## config.mk

```make
export PLATFORM = sky130hd
export DESIGN_NAME = tl_async_crossing_arbiter
export DESIGN_NICKNAME = d
export VERILOG_FILES = /design/src/rtl/tl_async_crossing_arbiter.sv
export SDC_FILE = /design/constraint.sdc
export NUM_CORES = 1
export LEC_CHECK = 0
export ABC_AREA = 1
export BUFFER_PORTS_ARGS = -buffer_cell sky130_fd_sc_hd__buf_4
export CAP_MARGIN = 20
export CORE_AREA = 2 2 91 93
export DETAILED_ROUTE_END_ITERATION = 16
export DIE_AREA = 0 0 93 95
export PLACE_DENSITY = 0.64
export SLEW_MARGIN = 20
export SYNTH_ARGS = -nofsm -noshare
export SYNTH_HDL_FRONTEND = slang
export SYNTH_SLANG_ARGS = --single-unit
export TNS_END_PERCENT = 10
```

## constraint.sdc

```tcl
create_clock -name clock -period 2.3 [get_ports clock]
set_input_delay 0.69 -clock clock [delete_from_list [all_inputs] [get_ports clock]]
set_output_delay 0.69 -clock clock [all_outputs]
set_load 0.01 [all_outputs]
```

## src/rtl/tl_async_crossing_arbiter.sv

```systemverilog
// tl_async_crossing_arbiter: shares one TLAsyncCrossingSource A/D port pair
// between NUM_REQ TileLink-UL requesters on the source clock.
//   A: round-robin grant over req_a_*; the winner is forwarded combinationally
//      to out_a_*. Each accepted beat pushes its requester ID into a FIFO.
//   D: the crossing answers in order, so the FIFO head ID steers in_d_* to
//      one req_d_valid bit; D fields are broadcast to every requester.
//   outstanding    : beats in flight (FIFO occupancy)
//   spurious_d_err : sticky, D beat seen with nothing outstanding
//   timeout_err    : sticky watchdog, built only with TL_ASYNC_ARB_TIMEOUT_EN
// Clock/reset: clock, synchronous active-high reset.
module tl_async_crossing_arbiter #(
    parameter int NUM_REQ         = 2,
    parameter int MAX_OUTSTANDING = 4,
    parameter int TIMEOUT_CYCLES  = 1024
) (
    input  logic                  clock,
    input  logic                  reset,
    input  logic [NUM_REQ-1:0]    req_a_valid,
    output logic [NUM_REQ-1:0]    req_a_ready,
    input  logic [3*NUM_REQ-1:0]  req_a_opcode,
    input  logic [9*NUM_REQ-1:0]  req_a_address,
    input  logic [32*NUM_REQ-1:0] req_a_data,
    output logic                  out_a_valid,
    input  logic                  out_a_ready,
    output logic [2:0]            out_a_opcode,
    output logic [8:0]            out_a_address,
    output logic [31:0]           out_a_data,
    input  logic                  in_d_valid,
    output logic                  in_d_ready,
    input  logic [2:0]            in_d_opcode,
    input  logic [1:0]            in_d_param,
    input  logic [1:0]            in_d_size,
    input  logic                  in_d_denied,
    input  logic [31:0]           in_d_data,
    input  logic                  in_d_corrupt,
    output logic [NUM_REQ-1:0]    req_d_valid,
    input  logic [NUM_REQ-1:0]    req_d_ready,
    output logic [2:0]            req_d_opcode,
    output logic [1:0]            req_d_param,
    output logic [1:0]            req_d_size,
    output logic                  req_d_denied,
    output logic [31:0]           req_d_data,
    output logic                  req_d_corrupt,
    output logic [$clog2(MAX_OUTSTANDING+1)-1:0] outstanding,
    output logic                  spurious_d_err,
    output logic                  timeout_err
);

    localparam int IW = (NUM_REQ > 1) ? $clog2(NUM_REQ) : 1;
    localparam int PW = $clog2(MAX_OUTSTANDING);
    localparam int CW = $clog2(MAX_OUTSTANDING + 1);

    if (NUM_REQ < 2 || NUM_REQ > 8 || MAX_OUTSTANDING < 2 ||
        (MAX_OUTSTANDING & (MAX_OUTSTANDING - 1)) != 0 ||
        TIMEOUT_CYCLES < 2) begin : g_bad_params
        $error("tl_async_crossing_arbiter: illegal parameters");
    end

    logic [IW-1:0] rr_ptr;
    logic [IW-1:0] grant;
    logic          any_req;
    logic          full;
    logic          busy;
    logic          a_fire;
    logic          d_fire;
    logic [IW-1:0] head;
    logic [IW-1:0] fifo [MAX_OUTSTANDING];
    logic [PW-1:0] wr_ptr;
    logic [PW-1:0] rd_ptr;
    int            gi;

    // Scan downward so the smallest offset from rr_ptr wins.
    always_comb begin
        int idx;
        idx     = 0;
        grant   = rr_ptr;
        any_req = 1'b0;
        for (int k = NUM_REQ - 1; k >= 0; k--) begin
            idx = int'(rr_ptr) + k;
            if (idx >= NUM_REQ) idx = idx - NUM_REQ;
            if (req_a_valid[idx]) begin
                grant   = IW'(idx);
                any_req = 1'b1;
            end
        end
    end

    // Full uses the registered count: a same-cycle pop frees no slot.
    assign full          = (outstanding == CW'(MAX_OUTSTANDING));
    assign gi            = int'(grant);
    assign out_a_valid   = any_req & ~full;
    assign out_a_opcode  = req_a_opcode[gi*3 +: 3];
    assign out_a_address = req_a_address[gi*9 +: 9];
    assign out_a_data    = req_a_data[gi*32 +: 32];
    assign req_a_ready   = (any_req & out_a_ready & ~full)
                         ? (NUM_REQ'(1) << grant) : '0;
    assign a_fire        = out_a_valid & out_a_ready;

    assign busy        = (outstanding != '0);
    assign head        = fifo[rd_ptr];
    assign req_d_valid = busy ? (NUM_REQ'(in_d_valid) << head) : '0;
    // With nothing in flight the D channel is drained so it cannot wedge.
    assign in_d_ready  = busy ? req_d_ready[head] : 1'b1;
    assign d_fire      = busy & in_d_valid & req_d_ready[head];

    assign req_d_opcode  = in_d_opcode;
    assign req_d_param   = in_d_param;
    assign req_d_size    = in_d_size;
    assign req_d_denied  = in_d_denied;
    assign req_d_data    = in_d_data;
    assign req_d_corrupt = in_d_corrupt;

    always_ff @(posedge clock) begin
        if (a_fire) fifo[wr_ptr] <= grant;
    end

    always_ff @(posedge clock) begin
        if (reset) begin
            rr_ptr         <= '0;
            wr_ptr         <= '0;
            rd_ptr         <= '0;
            outstanding    <= '0;
            spurious_d_err <= 1'b0;
        end else begin
            if (a_fire) begin
                wr_ptr <= wr_ptr + 1'b1;
                rr_ptr <= (grant == IW'(NUM_REQ - 1)) ? '0 : grant + 1'b1;
            end
            if (d_fire) rd_ptr <= rd_ptr + 1'b1;
            case ({a_fire, d_fire})
                2'b10:   outstanding <= outstanding + 1'b1;
                2'b01:   outstanding <= outstanding - 1'b1;
                default: outstanding <= outstanding;
            endcase
            if (in_d_valid & ~busy) spurious_d_err <= 1'b1;
        end
    end

`ifdef TL_ASYNC_ARB_TIMEOUT_EN
    localparam int WW = $clog2(TIMEOUT_CYCLES);
    localparam logic [WW-1:0] WDOG_MAX = WW'(TIMEOUT_CYCLES - 1);

    logic [WW-1:0] wdog;
    logic          timeout_q;

    always_ff @(posedge clock) begin
        if (reset) begin
            wdog      <= '0;
            timeout_q <= 1'b0;
        end else begin
            if (d_fire || !busy) wdog <= '0;
            else if (wdog != WDOG_MAX) wdog <= wdog + 1'b1;
            if (wdog == WDOG_MAX) timeout_q <= 1'b1;
        end
    end

    assign timeout_err = timeout_q;
`else
    assign timeout_err = 1'b0;
`endif

endmodule
```

After elaboration in Yosys (flattened, before gate mapping) --
Memories as Yosys holds them, arrays and structs flattened. A register that Yosys moved wholly into a read port is not among the register bits. Index checks and enable logic that the tools add are counted.
Cells by class: add/sub/neg operators 8, multiply operators 2, $lt $le $gt $ge 5, equal/unequal tests 3, shift operators 5, multiplexer cells 23, bitwise operators 9, reduce and logical (&&, ||, !) cells 2
Operators with widths (count):
- 32-bit by 3-bit < comparator with 1-bit output (second input constant) | 2
- 32-bit two-way mux | 2
- 64-bit by 7-bit variable part select with 32-bit output | 1
- 18-bit by 6-bit variable part select with 9-bit output | 1
- 1-bit two-way mux | 16
- 2-bit two-way mux | 4
- 1-bit bitwise AND | 7
- 3-bit case mux with 2 select lines | 1
- 6-bit by 4-bit variable part select with 3-bit output | 1
- 1-bit by 4-bit multiplier with 5-bit output (second input constant) | 1
- 2-bit by 1-bit adder with 2-bit output (second input constant) | 2
- 3-bit by 1-bit adder with 3-bit output (second input constant) | 1
- 3-bit == test (second input constant) | 1
- 1-bit by 2-bit multiplier with 3-bit output (second input constant) | 1
- 3-bit nonzero test | 1
- 1-bit by 2-bit subtractor with 3-bit output (second input constant) | 1
- 2-bit by 2-bit subtractor with 3-bit output (second input constant) | 1
- 3-bit by 1-bit subtractor with 3-bit output (second input constant) | 1
- 1-bit by 1-bit adder with 2-bit output (second input constant) | 1
- 2-bit by 1-bit == test with 1-bit output (second input constant) | 1
- 2-bit == test (second input constant) | 1
- 1-bit by 2-bit greater-or-equal comparator with 1-bit output (second input constant) | 1
- 2-bit greater-or-equal comparator (second input constant) | 1
- 1-bit by 2-bit < comparator with 1-bit output (second input constant) | 1
- 5 further kinds | 6
Word-level totals: flip-flop bits (word level) 9, RAM bits 4, input bits 137, output and inout bits 96, memories kept 1
Memory list:
- fifo | depth 4, width 1, rd ports 1, clocked after memory_dff 1, wr ports 1, line 67 | logic [IW-1:0] fifo [MAX_OUTSTANDING];

Longest topological paths before layout --
depth after elaboration 12, gate-level depth with buffers 15, gate-level depth less buffers 15

Worst setup path before layout --
No wires, ideal clock.
path kind input port to flip-flop, start input port req_a_valid[0], end register outstanding[2], library setup time 0.122 ns, arrival 2.026 ns, required time 2.178 ns, setup slack 0.152 ns, stages 9, path buffers 1, cells stage by stage o211ai_1 > buf_4 > ha_1 > inv_1 > fa_1 > a21oi_1 > o21ai_0 > o21ai_0 > a21oi_1
On the way: longest elaborated chain between the ends 9, elaborated cells on any way between the ends 14, those cells by class eq/ne (2); mux (9); bitwise (2); reduce/logical (1)
Ends and longest elaborated chain:
- start: declaration | line 18 | input logic [NUM_REQ-1:0] req_a_valid,
- 1-bit two-way mux (not written as such) (3 in a row) | line 81 | if (req_a_valid[idx]) begin
- 1-bit two-way mux | line 81
- 1-bit two-way mux (*) | line 81
- 1-bit bitwise AND (*) | line 91 | assign out_a_valid = any_req & ~full;
- 1-bit bitwise AND (*) | line 97 | assign a_fire = out_a_valid & out_a_ready;
- 2-bit by 1-bit == test with 1-bit output or 2-bit == test (tied branches) | line 130 | case ({a_fire, d_fire})
- 3-bit case mux with 2 select lines or 2-bit nonzero test (tied branches)
- end signal: assignment | line 131 | 2'b10: outstanding <= outstanding + 1'b1;
- end signal: assignment | line 132 | 2'b01: outstanding <= outstanding - 1'b1;
- end signal: assignment | line 133 | default: outstanding <= outstanding;
- end: declaration | line 44 | output logic [$clog2(MAX_OUTSTANDING+1)-1:0] outstanding,
Mark *: on every way between the ends. The rest lies on a longest branch, timed or not. The select of a mux whose other input is x is not followed. A chain may end at the register's enable or synchronous reset.

Worst setup path after layout --
start input port req_a_valid[1], end output port out_a_data[6]
On the way: longest elaborated chain between the ends 6, elaborated cells on any way between the ends 9, those cells by class shift (1); mux (8)
Ends and longest elaborated chain:
- 1-bit two-way mux (not written as such) (3 in a row) | line 81
- 1-bit two-way mux | line 81
- 1-bit two-way mux (*) | line 81
- 64-bit by 7-bit variable part select with 32-bit output (*) | line 94 | assign out_a_data = req_a_data[gi*32 +: 32];
- end: declaration | line 27 | output logic [31:0] out_a_data,
Marked as above.

==> qor_table.md <==
| Result | Value |
| --- | --- |
| Post-Route Skew | 6.09 ps |
| Synthesized area per cell | 5.90 um^2 |
| Delay-heaviest family, CP | buffers and inverters |
| Initial core utilization | 21.1% |
| Wire length of the first global-routing pass | 8980 um |
| Share of flip-flops with an asynchronous set or reset after synthesis | 0% |
| Root Buffer Master | sky130_fd_sc_hd__clkbuf_8 |
| Count of pins over their slew limit | 0 |
| Port bufs | 149 |
| Nets | 537 |
| Result of the run | complete, no violations |
| Crit path max fanout | 16 |
| Sum of routed wire length over all layers | 5860 um |
| Number of global-route vias before repair | 1,977 |
| CTS Buf Count | 3 |
| Min setup slack post-route | 2.73 ps |
| Top-count cell post-synth | sky130_fd_sc_hd__nand2_1 |
| Max IR drop VDD | 0.174 mV |
| HP Class | reg2reg |
| Layout overhead on the synthesized area | 62.6% |
| Num Clock Sinks | 15 |
| CTS tree | built |
| Average detailed-routed wire length per instance | 11.8 um |
| Die height | 95 um |
| Total via count in the routed design | 2,002 |
| Share of cells above drive strength 1 | 43.5% |
| Post-detailed-route via-to-cell ratio | 4.02 |
| Worst Setup Slack post-DPL | -65.7 ps |
| Required time reported for the critical path endpoint | 1610 ps |
| Leading post-synthesis cells by cell area | sky130_fd_sc_hd__nand2_1 (33%), sky130_fd_sc_hd__buf_4 (19%), sky130_fd_sc_hd__dfxtp_1 (13%), sky130_fd_sc_hd__edfxtp_1 (7.2%), sky130_fd_sc_hd__inv_1 (4.5%) |
| Kind of end point of the critical path | output port |
| Number of non-filler instances in the completed layout | 498 |
| Floorplan die area | 8840 um^2 |
| Met1 Usage GRT | 13.5% |
| Area share of the largest cell type after synthesis | 32.8% |
| Kind of start point of the critical path | input pin |
| Crit path DAT | 1610 ps |
| I/O pin cnt | 233 |
| Grt ovf | 0 |
| 1st-iter DRT viols | 40 |
| Met2 GRT Util | 23.4% |
| Setup repair after global routing missed its margin | true |
| Final worst path period need | 2300 ps |
| Number of antenna-violating nets in the routed design | 0 |
| Count of max-cap constraint violations | 0 |
| Max stage delay on crit path | 260 ps |
| Critical path, cell by cell | buf_4, o21ai_4, inv_6, buf_12, nand2_1, nand2_1, buf_4 |
| Area leader, netlist | sky130_fd_sc_hd__nand2_1 |
| CTS clk-pin slew, worst paths | 60 ps |
| Met3 capacity usage during global routing | 4.39% |
| Drt pass-1 iters | 4 |
| Synth cell count leaders | sky130_fd_sc_hd__nand2_1 (146), sky130_fd_sc_hd__buf_4 (43), sky130_fd_sc_hd__inv_1 (20) |
| DRC violations left | 0 |
| Synth cell types | 23 |
| Worst setup path class | in2out |
| GR peak layer | met2 |
| Maximum number of pins on one net before global-route repair | 34 |
| Number of placement rows | 33 |
| Post-Synthesis Net Count | 426 |
| Core ar. | 7930 um^2 |
| Number of inserted diodes | 0 |
| Critical-path top delay cell | sky130_fd_sc_hd__o21ai_4 |
| Clk_lat worst skew | 240 ps |
| Global-route usage over all layers | 12.5% |
| Crit share post-route | 99.9% |
| Flops & latches, synth | 15 |
| Number of flops mapped to enable cells by yosys | 4 |
| Fill cell total of the finished layout | 903 |
| Power density of the placed cells | 427 nW/um^2 |
| CTS Buffer Depth | 2 |
| Placed Cells | 492 |
| H-tree Lvls | 1 |
| Sequential-to-total area share from yosys stat | 20.4% |
| Fraction of the core area covered by cells at the end of the flow | 34.3% |
| Die W | 93 um |
| Final weighted congestion in routability-driven placement | 0.773 |
| Final hold violation count | 0 |
| Yosys warnings | 0 |
| Final setup fails | 0 |
| Half-perimeter wire length after placement | 4920 um |
| Post-synthesis cell area | 1670 um^2 |
| Gate count of the mapped netlist | 283 |
| Bufs and invs on worst path | 4 |
| Number of antenna violations at the first check in global routing | 0 |
| Pleak | 1.55 nW |
| Most used flip-flop cell after synthesis | sky130_fd_sc_hd__dfxtp_1 |
| Max Freq | 435 MHz |
==> cell families after synthesis <==
kind of cell	Yosys count	synth area share, %
compound gates	19	6.67
fa+ha+maj	6	4.94
buf+inv	73	28.5
flops	15	20.4
other cells	1	0.225
simple gates	169	39.3
==> worst register-to-register path, delay by kind of cell (launching register included) <==
kind	cells	cell delay, ps
adder cells (fa/ha/maj)	2	520
flip-flops	1	350
buffers and inverters	3	180
AND/OR/NAND/NOR	6	490
AO/OA/AOI/OAI	4	410
==> cells in the final DEF, fill, tap and decap left out, types with 4 or more instances in the layout <==
cell type and instances:
sky130_fd_sc_hd__buf_4 152, sky130_fd_sc_hd__nand2_1 143, sky130_fd_sc_hd__inv_1 20, sky130_fd_sc_hd__a21oi_1 11
sky130_fd_sc_hd__nor2_1 11, sky130_fd_sc_hd__dfxtp_1 10, sky130_fd_sc_hd__nand3_1 7, sky130_fd_sc_hd__ha_1 5
sky130_fd_sc_hd__edfxtp_1 4
==> routing by layer <==
metal	up-vias	wire (um)	part of all wire [%]
li1	1038	-	-
met1	856	2190	37
met2	106	3120	53
met3	2	528	9.0
met4	0	25	0.43
met5	-	0	0
==> stage by stage <==
step | hold WS (ps) | setup TNS (ps) | cell area [um^2] | power [W]
2_1_floorplan | 449 | 0 | 1670 | 0.000669
6_report | 456 | 0 | 2720 | 0.00116
3_5_place_dp | 449 | -73.0 | 2620 | 0.000944
5_1_grt | 486 | -1480 | 2720 | 0.00126
3_3_place_gp | 440 | -109 | 2620 | 0.000936
4_1_cts | 465 | -14.7 | 2670 | 0.00116
==> where the power goes <==
| part | internal (W) | switching, W |
|---|---|---|
| combinational | 0.000341 | 0.000301 |
| clock | 0.000120 | 0.0000878 |
| sequential | 0.000295 | 0.0000146 |
==> worst paths after layout <==
| check | from | to | slack, ps | cells past startpoint |
|---|---|---|---|---|
| worst max-delay path | req_a_valid[1] | out_a_data[6] | 3 | 7 |
| worst min-delay path | spurious_d_err | spurious_d_err | 460 | 2 |
| worst max register to register | flop | outstanding[2] | 250 | 15 |
| worst min register to register | spurious_d_err | spurious_d_err | 460 | 2 |
==> final cells by class <==
type | count | area, um^2 | area share [%]
inverters | 22 | 87.6 | 3.22
repair buffers | 157 | 1240 | 45.6
well taps | 105 | 131 | 4.84
flip-flops and latches | 15 | 342 | 12.6
clock buffers | 3 | 41.3 | 1.52
clock inverters | 1 | 5.00 | 0.184
multi-input cells | 195 | 872 | 32.1
==> timing repair <==
item,in CTS,in global routing
pin swaps,0,1
setup buffers,0,1
endpoints found under the setup margin,3,45
hold buffers,0,0
gates resized for setup,3,6
gates cloned,0,1
Note: power is estimated with default switching activity, not from simulation.
